$ cat src/rtl/tlp_pkg.sv
// Shared definitions for the receive-completion reorder engine.
package tlp_pkg;

  typedef enum logic [1:0] {
    ST_IDLE    = 2'd0,
    ST_STREAM  = 2'd1,
    ST_RELEASE = 2'd2
  } cpl_state_e;

  // Descriptor bits sitting above the TAG_W-wide tag field
  localparam int unsigned DESC_VALID_OFS = 0;
  localparam int unsigned DESC_LAST_OFS  = 1;

  // Buffer-data bits sitting above the DATA_W-wide payload field
  localparam int unsigned BUF_ERR_OFS = 0;
  localparam int unsigned BUF_EOP_OFS = 1;

  localparam int unsigned SKID_DEPTH = 2;
  localparam int unsigned SKID_CNT_W = $clog2(SKID_DEPTH + 1);

endpackage

$ cat src/rtl/tlp_rxcpl_reorder_if.sv
// Avalon slave read-data stream (valid/ready) from the reorder engine.
interface tlp_rxcpl_reorder_if #(
  parameter int unsigned DATA_W = 128
);
  logic [DATA_W-1:0] TxsReadData;
  logic              TxsReadDataValid;
  logic              TxsReadDataReady;
  logic              TxsReadErr;

  modport master (
    output TxsReadData,
    output TxsReadDataValid,
    output TxsReadErr,
    input  TxsReadDataReady
  );

  modport slave (
    input  TxsReadData,
    input  TxsReadDataValid,
    input  TxsReadErr,
    output TxsReadDataReady
  );
endinterface

$ cat src/rtl/tlp_cpl_skid.sv
// Two-entry valid/ready skid buffer; the output beat always comes from a register.
module tlp_cpl_skid
  import tlp_pkg::*;
#(
  parameter int unsigned W = 129
) (
  input  logic                  AvlClk_i,
  input  logic                  Rst_i,
  input  logic                  in_vld,
  input  logic [W-1:0]          in_data,
  output logic                  out_vld,
  output logic [W-1:0]          out_data,
  input  logic                  out_rdy,
  output logic [SKID_CNT_W-1:0] cnt
);

  logic         skd_vld_q;
  logic [W-1:0] skd_data_q;
  logic         pop;

  assign pop = out_vld & out_rdy;
  assign cnt = SKID_CNT_W'(out_vld) + SKID_CNT_W'(skd_vld_q);

  // Output register refills from the skid slot first so order is preserved
  always_ff @(posedge AvlClk_i) begin
    if (Rst_i) begin
      out_vld    <= 1'b0;
      out_data   <= '0;
      skd_vld_q  <= 1'b0;
      skd_data_q <= '0;
    end else if (pop) begin
      if (skd_vld_q) begin
        out_data  <= skd_data_q;
        skd_vld_q <= in_vld;
        if (in_vld) skd_data_q <= in_data;
      end else begin
        out_vld <= in_vld;
        if (in_vld) out_data <= in_data;
      end
    end else if (in_vld) begin
      if (!out_vld) begin
        out_vld  <= 1'b1;
        out_data <= in_data;
      end else begin
        skd_vld_q  <= 1'b1;
        skd_data_q <= in_data;
      end
    end
  end

endmodule

$ cat src/rtl/tlp_rxcpl_reorder.sv
// Receive-completion reorder engine: drains fully landed tags in tag order.
module tlp_rxcpl_reorder
  import tlp_pkg::*;
#(
  parameter int unsigned TAG_W   = 4,
  parameter int unsigned SLOT_AW = 5,
  parameter int unsigned DATA_W  = 128
) (
  input  logic                     AvlClk_i,
  input  logic                     Rst_i,
  input  logic                     RxCplReq_i,
  input  logic [TAG_W+1:0]         RxCplDesc_i,
  output logic [TAG_W+SLOT_AW-1:0] RxCplRdAddr_o,
  input  logic [DATA_W+1:0]        RxCplBufData_i,
  output logic                     RxCplBuffFree_o,
  output logic [TAG_W-1:0]         RxCplFreeTag_o,
  tlp_rxcpl_reorder_if.master      txs,
  output logic [(1<<TAG_W)-1:0]    TagPending_o,
  output logic                     Overrun_o
);

  localparam int unsigned NTAG = 1 << TAG_W;
  localparam logic [SLOT_AW-1:0] BEAT_MAX = '1;

  cpl_state_e          state_q;
  logic [TAG_W-1:0]    hol_q;
  logic [SLOT_AW-1:0]  beat_q;
  logic [NTAG-1:0]     pend_q, pend_nxt;
  logic [NTAG-1:0]     partial_q, partial_nxt;
  logic                rd_vld_q, rd_last_q;
  logic                free_q;
  logic [TAG_W-1:0]    free_tag_q;
  logic                overrun_q;

  logic [TAG_W-1:0]    desc_tag;
  logic                desc_vld, desc_last;
  logic                buf_eop, buf_err;
  logic                beat_end_c, ovf_c, push_c, pop_c, issue_c, dup_c;
  logic [2:0]          occ_c;
  logic                skid_vld;
  logic [DATA_W:0]     skid_out;
  logic [SKID_CNT_W-1:0] skid_cnt;

  assign desc_tag  = RxCplDesc_i[TAG_W-1:0];
  assign desc_vld  = RxCplDesc_i[TAG_W+DESC_VALID_OFS];
  assign desc_last = RxCplDesc_i[TAG_W+DESC_LAST_OFS];
  assign buf_eop   = RxCplBufData_i[DATA_W+BUF_EOP_OFS];
  assign buf_err   = RxCplBufData_i[DATA_W+BUF_ERR_OFS];

  // A returning beat ends the region on eop or on the last slot of the region
  assign beat_end_c = rd_vld_q & (buf_eop | rd_last_q);
  assign ovf_c      = rd_vld_q & rd_last_q & ~buf_eop;
  assign push_c     = rd_vld_q & (state_q == ST_STREAM);
  assign pop_c      = skid_vld & txs.TxsReadDataReady;
  assign occ_c      = 3'(skid_cnt) + 3'(rd_vld_q) - 3'(pop_c);

  // Read issue: only when the skid is guaranteed room for the returning beat
  always_comb begin
    issue_c = 1'b0;
    if (occ_c < 3'(SKID_DEPTH)) begin
      case (state_q)
        ST_IDLE:   issue_c = pend_q[hol_q];
        ST_STREAM: issue_c = ~beat_end_c;
        default:   issue_c = 1'b0;
      endcase
    end
  end

  // Tag status update; a set in the release cycle wins over the clear
  always_comb begin
    pend_nxt    = pend_q;
    partial_nxt = partial_q;
    dup_c       = 1'b0;
    if (state_q == ST_RELEASE) pend_nxt[hol_q] = 1'b0;
    if (RxCplReq_i) begin
      if (desc_last) begin
        if (pend_q[desc_tag] && !((state_q == ST_RELEASE) && (desc_tag == hol_q))) begin
          dup_c = 1'b1;
        end else begin
          pend_nxt[desc_tag]    = 1'b1;
          partial_nxt[desc_tag] = 1'b0;
        end
      end else begin
        partial_nxt[desc_tag] = desc_vld;
      end
    end
  end

  // Drain FSM, read pipeline tracking and registered status outputs
  always_ff @(posedge AvlClk_i) begin
    if (Rst_i) begin
      state_q    <= ST_IDLE;
      hol_q      <= '0;
      beat_q     <= '0;
      pend_q     <= '0;
      partial_q  <= '0;
      rd_vld_q   <= 1'b0;
      rd_last_q  <= 1'b0;
      free_q     <= 1'b0;
      free_tag_q <= '0;
      overrun_q  <= 1'b0;
    end else begin
      pend_q    <= pend_nxt;
      partial_q <= partial_nxt;
      rd_vld_q  <= issue_c;
      rd_last_q <= issue_c & (beat_q == BEAT_MAX);
      free_q    <= 1'b0;
      if (dup_c || ovf_c) overrun_q <= 1'b1;
      if (issue_c) beat_q <= beat_q + SLOT_AW'(1);
      case (state_q)
        ST_IDLE: begin
          if (issue_c) state_q <= ST_STREAM;
        end
        ST_STREAM: begin
          if (beat_end_c) state_q <= ST_RELEASE;
        end
        ST_RELEASE: begin
          free_q     <= 1'b1;
          free_tag_q <= hol_q;
          hol_q      <= hol_q + TAG_W'(1);
          beat_q     <= '0;
          state_q    <= ST_IDLE;
        end
        default: state_q <= ST_IDLE;
      endcase
    end
  end

  tlp_cpl_skid #(
    .W(DATA_W + 1)
  ) u_skid (
    .AvlClk_i (AvlClk_i),
    .Rst_i    (Rst_i),
    .in_vld   (push_c),
    .in_data  ({buf_err | ovf_c, RxCplBufData_i[DATA_W-1:0]}),
    .out_vld  (skid_vld),
    .out_data (skid_out),
    .out_rdy  (txs.TxsReadDataReady),
    .cnt      (skid_cnt)
  );

  assign txs.TxsReadData      = skid_out[DATA_W-1:0];
  assign txs.TxsReadErr       = skid_out[DATA_W];
  assign txs.TxsReadDataValid = skid_vld;

  assign RxCplRdAddr_o   = {hol_q, beat_q};
  assign RxCplBuffFree_o = free_q;
  assign RxCplFreeTag_o  = free_tag_q;
  assign TagPending_o    = pend_q;
  assign Overrun_o       = overrun_q;

endmodule

$ cat src/flat_wrapper.sv
// flat-port wrapper written by rule: the top's interface ports become plain ports
module tlp_rxcpl_reorder_flat import tlp_pkg::*;
#(
  parameter int unsigned TAG_W   = 4,
  parameter int unsigned SLOT_AW = 5,
  parameter int unsigned DATA_W  = 128
)
  (AvlClk_i, Rst_i, RxCplReq_i, RxCplDesc_i, RxCplRdAddr_o, RxCplBufData_i, RxCplBuffFree_o, RxCplFreeTag_o, TagPending_o, Overrun_o, txs_TxsReadData, txs_TxsReadDataValid, txs_TxsReadErr, txs_TxsReadDataReady);
  tlp_rxcpl_reorder_if #(.DATA_W(DATA_W)) txs_i ();
  input  logic AvlClk_i;
  input  logic Rst_i;
  input  logic RxCplReq_i;
  input  logic [TAG_W+1:0] RxCplDesc_i;
  output logic [TAG_W+SLOT_AW-1:0] RxCplRdAddr_o;
  input  logic [DATA_W+1:0] RxCplBufData_i;
  output logic RxCplBuffFree_o;
  output logic [TAG_W-1:0] RxCplFreeTag_o;
  output logic [(1<<TAG_W)-1:0] TagPending_o;
  output logic Overrun_o;
  output wire logic [$bits(txs_i.TxsReadData)-1:0] txs_TxsReadData;
  output wire logic [$bits(txs_i.TxsReadDataValid)-1:0] txs_TxsReadDataValid;
  output wire logic [$bits(txs_i.TxsReadErr)-1:0] txs_TxsReadErr;
  input wire logic [$bits(txs_i.TxsReadDataReady)-1:0] txs_TxsReadDataReady;
  assign txs_TxsReadData = txs_i.TxsReadData;
  assign txs_TxsReadDataValid = txs_i.TxsReadDataValid;
  assign txs_TxsReadErr = txs_i.TxsReadErr;
  assign txs_i.TxsReadDataReady = txs_TxsReadDataReady;
  tlp_rxcpl_reorder #(.TAG_W(TAG_W), .SLOT_AW(SLOT_AW), .DATA_W(DATA_W)) u_core (.AvlClk_i(AvlClk_i), .Rst_i(Rst_i), .RxCplReq_i(RxCplReq_i), .RxCplDesc_i(RxCplDesc_i), .RxCplRdAddr_o(RxCplRdAddr_o), .RxCplBufData_i(RxCplBufData_i), .RxCplBuffFree_o(RxCplBuffFree_o), .RxCplFreeTag_o(RxCplFreeTag_o), .txs(txs_i), .TagPending_o(TagPending_o), .Overrun_o(Overrun_o));
endmodule
$ cat config.mk
export PLATFORM = sky130hd
export DESIGN_NAME = tlp_rxcpl_reorder_flat
export DESIGN_NICKNAME = d
export VERILOG_FILES = /design/src/rtl/tlp_pkg.sv /design/src/rtl/tlp_rxcpl_reorder_if.sv /design/src/rtl/tlp_cpl_skid.sv /design/src/rtl/tlp_rxcpl_reorder.sv /design/src/flat_wrapper.sv
export SDC_FILE = /design/constraint.sdc
export NUM_CORES = 1
export LEC_CHECK = 0
export BUFFER_PORTS_ARGS = -buffer_cell sky130_fd_sc_hd__buf_4
export CAP_MARGIN = 25
export CORE_UTILIZATION = 53
export CTS_CLUSTER_SIZE = 8
export DETAILED_ROUTE_END_ITERATION = 10
export PLACE_DENSITY = 0.9
export RECOVER_POWER = 50
export SYNTH_ARGS = -nofsm -noshare
export SYNTH_HDL_FRONTEND = slang
export SYNTH_SLANG_ARGS = --single-unit
$ cat constraint.sdc
create_clock -name AvlClk_i -period 2.9 [get_ports AvlClk_i]
set_input_delay 0.29 -clock AvlClk_i [delete_from_list [all_inputs] [get_ports AvlClk_i]]
set_output_delay 0.29 -clock AvlClk_i [all_outputs]
set_load 0.02 [all_outputs]
==> results.toml <==
[cts]
clock_path_buffers = 3
cts_num_sinks = 295
cts.clk_slew.worst_paths_ns = 0.05
root_buffer = "clkbuf_16"
clk_latency_ns = 0.50
cts_resized = 0
h-tree-depth = 2
cts_setup_buffers = 0
cts_buffers = 42
cts-hold-fix-buffers = 0
cts_tree = "built"

[run]
cap_violations = 0

[timing]
clock_skew_ns = 0.0121
tns_ns = 0
min_period_over_period_pct = 89.3
rsz0062_at_grt = "false"
fin_crit_ns = 2.59
setup_violations = 0
worstMarginPinSlew_ns = 1.15
worst_slack_ns = 0.310
report.final.slew_viol_count = 0
max_freq_mhz = 386
max_slew_margin_pct = 23.7
hold-worst-slack_ns = 0.0419
finalHoldViolCount = 0

[critical_path]
critPathCaptureType = "flip-flop"
crit_type = "reg -> reg"
r2r-end = "u_core.beat_q[2]"
cp_data_arrival_time_ns = 3.01
start_kind = "flip-flop"
r2r_setup_slack_ns = 0.31
crit_required_ns = 3.32
reg2reg_depth = 10
cp_max_fo = 4
timing.rr.start = "u_core.u_skid.out_vld"

[logic_synthesis]
async_flop_share_pct = 0
synth-seq-cells = 295
synth_cell_types = 49
synth_edf_count = 0
yosys_warnings = 0
avgSynthCellArea_um2 = 8.80
syn-cell-area_um2 = 12100
synthesis.nets = 1526
yosysSeqAreaShare_pct = 48.7
synth_flop_cell = "dfxtp_1"
synth_cells = 1378

[power_and_ir_drop]
power_mw = 8.59
ir_drop_v = 0.000399
total_leakage_power_nw = 5.33
power_density_nw_per_um2 = 577

[detailed_routing]
wl_mm = 33.4
drc = 0
drt-initial-drc-count = 714
detail-route-antenna-nets = 0
vias = 11000
vias_per_cell = 5.77
wl_per_cell_um = 17.5
drtPass1Iterations = 5

[cells_and_area]
instances_no_fill = 1908
final_common_cell = "dfxtp_1"
layout_common_cells = "dfxtp_1 (295), nand2_1 (285), clkbuf_1 (163)"
synthToLayoutAreaGrowth_pct = 22.8
fin_nets = 1775
post_route_cells_drive_above_1_share_pct = 13.8
n_antenna_cell = 0

[floorplanning]
pin_count = 301
rows = 54
core_um2 = 22100
start_util_pct = 54.9
die_y_um = 153
die_area_um2 = 23500
dieWidth_um = 153

[place]
hpwlAfterDp_mm = 21.4
place_congestion = 0.894
preCtsSetupSlack_ns = 0.201
placed_cells = 1863
io_buffers = 299

[global_route]
antenna_found_initial = 0
grt_usage_pct = 27.5
grt_pass1_vias = 10700
grt_pass1_wl_mm = 53.6
grt_max_degree = 170
globalRoute.totalOverflow = 0

[outcome]
status = "finished, final reports clean"

[worst_hold_path]
hold_depth = 3
whs_endpoint = "u_core.u_skid.skd_data_q[63]"
min-delay-start = "RxCplBufData_i[63]"
holdCritPathClass = "in -> reg"
==> how the worst max path moves through the flow <==
stage,start,to,slack [ns],cells past startpoint
finish,u_core.u_skid.out_vld,u_core.beat_q[2],0.31,10
global route,u_core.u_skid.out_vld,u_core.beat_q[2],0.07,10
CTS,u_core.u_skid.out_vld,u_core.beat_q[2],0.27,10
detailed placement,txs_TxsReadDataReady,u_core.beat_q[2],0.20,11
global placement,txs_TxsReadDataReady,u_core.beat_q[2],0.29,11
floorplan,u_core.u_skid.out_vld,u_core.beat_q[2],0.36,10
==> cells by family after synthesis <==
group / synth area share [%]
AO/OA/AOI/OAI: 16.4
XOR/XNOR: 0.506
adder cells (fa/ha/maj): 0.826
buffers and inverters: 4.84
flip-flops: 48.7
multiplexers: 12.4
AND/OR/NAND/NOR: 16.3
==> registers in the layout, summed over array words and instances, names as in the netlist <==
| register | flops |
|---|---|
| u_core.hol_q | 4 |
| u_core.u_skid.out_data | 129 |
| u_core.u_skid.skd_data_q | 129 |
| u_core.u_skid.out_vld | 1 |
| u_core.u_skid.skd_vld_q | 1 |
| u_core.Overrun_o | 1 |
| u_core.beat_q | 5 |
| u_core.RxCplBuffFree_o | 1 |
| u_core.RxCplFreeTag_o | 4 |
| u_core.rd_vld_q | 1 |
| u_core.state_q | 2 |
| u_core.TagPending_o | 16 |
| u_core.rd_last_q | 1 |
==> cell type report <==
| class | count | area, um2 |
|---|---|---|
| Timing Repair Buffer | 318 | 1860 |
| Inverter | 8 | 30.0 |
| Clock inverter | 1 | 8.76 |
| Multi-Input combinational cell | 962 | 5650 |
| Clock buffer | 44 | 1080 |
| Sequential cell | 295 | 5910 |
| Fill cell | 1744 | 7210 |
| Tap cell | 280 | 350 |
==> stage by stage <==
stage / util [%] / cell area (um2)
floorplan: - / 12100
global placement: 65.3 / 14400
detailed placement: 65.3 / 14400
CTS: 70.2 / 15500
global route: 67.4 / 14900
finish: 67.4 / 14900
==> power by group <==
group | internal [mW] | switching [mW] | total (mW)
Sequential | 4.07 | 0.00788 | 4.08
Combinational | 0.151 | 0.158 | 0.309
Clock | 2.59 | 1.61 | 4.20
Total | 6.81 | 1.78 | 8.59
==> critical path, stage by stage, from the launching register on <==
cell	delay, ns
dfxtp_1	0.32
inv_1	0.05
nor2_1	0.26
ha_1	0.29
inv_1	0.06
ha_1	0.23
a21oi_2	0.22
mux2i_2	0.35
nor4b_2	0.13
or4_1	0.52
o221ai_1	0.08
==> cells in the mapped netlist (all sizes together), types with 2 or more instances <==
| cell type | n | area (um2) |
|---|---|---|
| dfxtp | 295 | 5910 |
| nand2 | 286 | 1070 |
| a21oi | 159 | 803 |
| nor2 | 143 | 537 |
| mux2i | 134 | 1350 |
| a211oi | 130 | 976 |
| clkbuf | 72 | 270 |
| buf | 41 | 287 |
| o21ai | 24 | 120 |
| nand3 | 16 | 80.1 |
| ha | 8 | 100 |
| inv | 8 | 30.0 |
| nor2b | 6 | 37.5 |
| mux4 | 5 | 113 |
| nand4 | 5 | 31.3 |
| nor3 | 5 | 36.3 |
| mux2 | 4 | 48.8 |
| xnor2 | 4 | 35.0 |
| nand2b | 3 | 18.8 |
| or4 | 3 | 22.5 |
| xor2 | 3 | 26.3 |
| and3 | 2 | 12.5 |
| nand3b | 2 | 15.0 |
| nor3b | 2 | 20.0 |
| nor4 | 2 | 18.8 |
| or2 | 2 | 12.5 |
| or3 | 2 | 12.5 |
==> per-layer routing <==
metal / GRT usage, % / routed length, um / vias up
met3: 7.17 / 2690 / 100
met5: 0 / 0 / -
met2: 46.0 / 16300 / 464
met4: 13.5 / 1390 / 0
li1: - / - / 5249
met1: 32.8 / 13000 / 5200
Power figures use the tool's default switching activity.
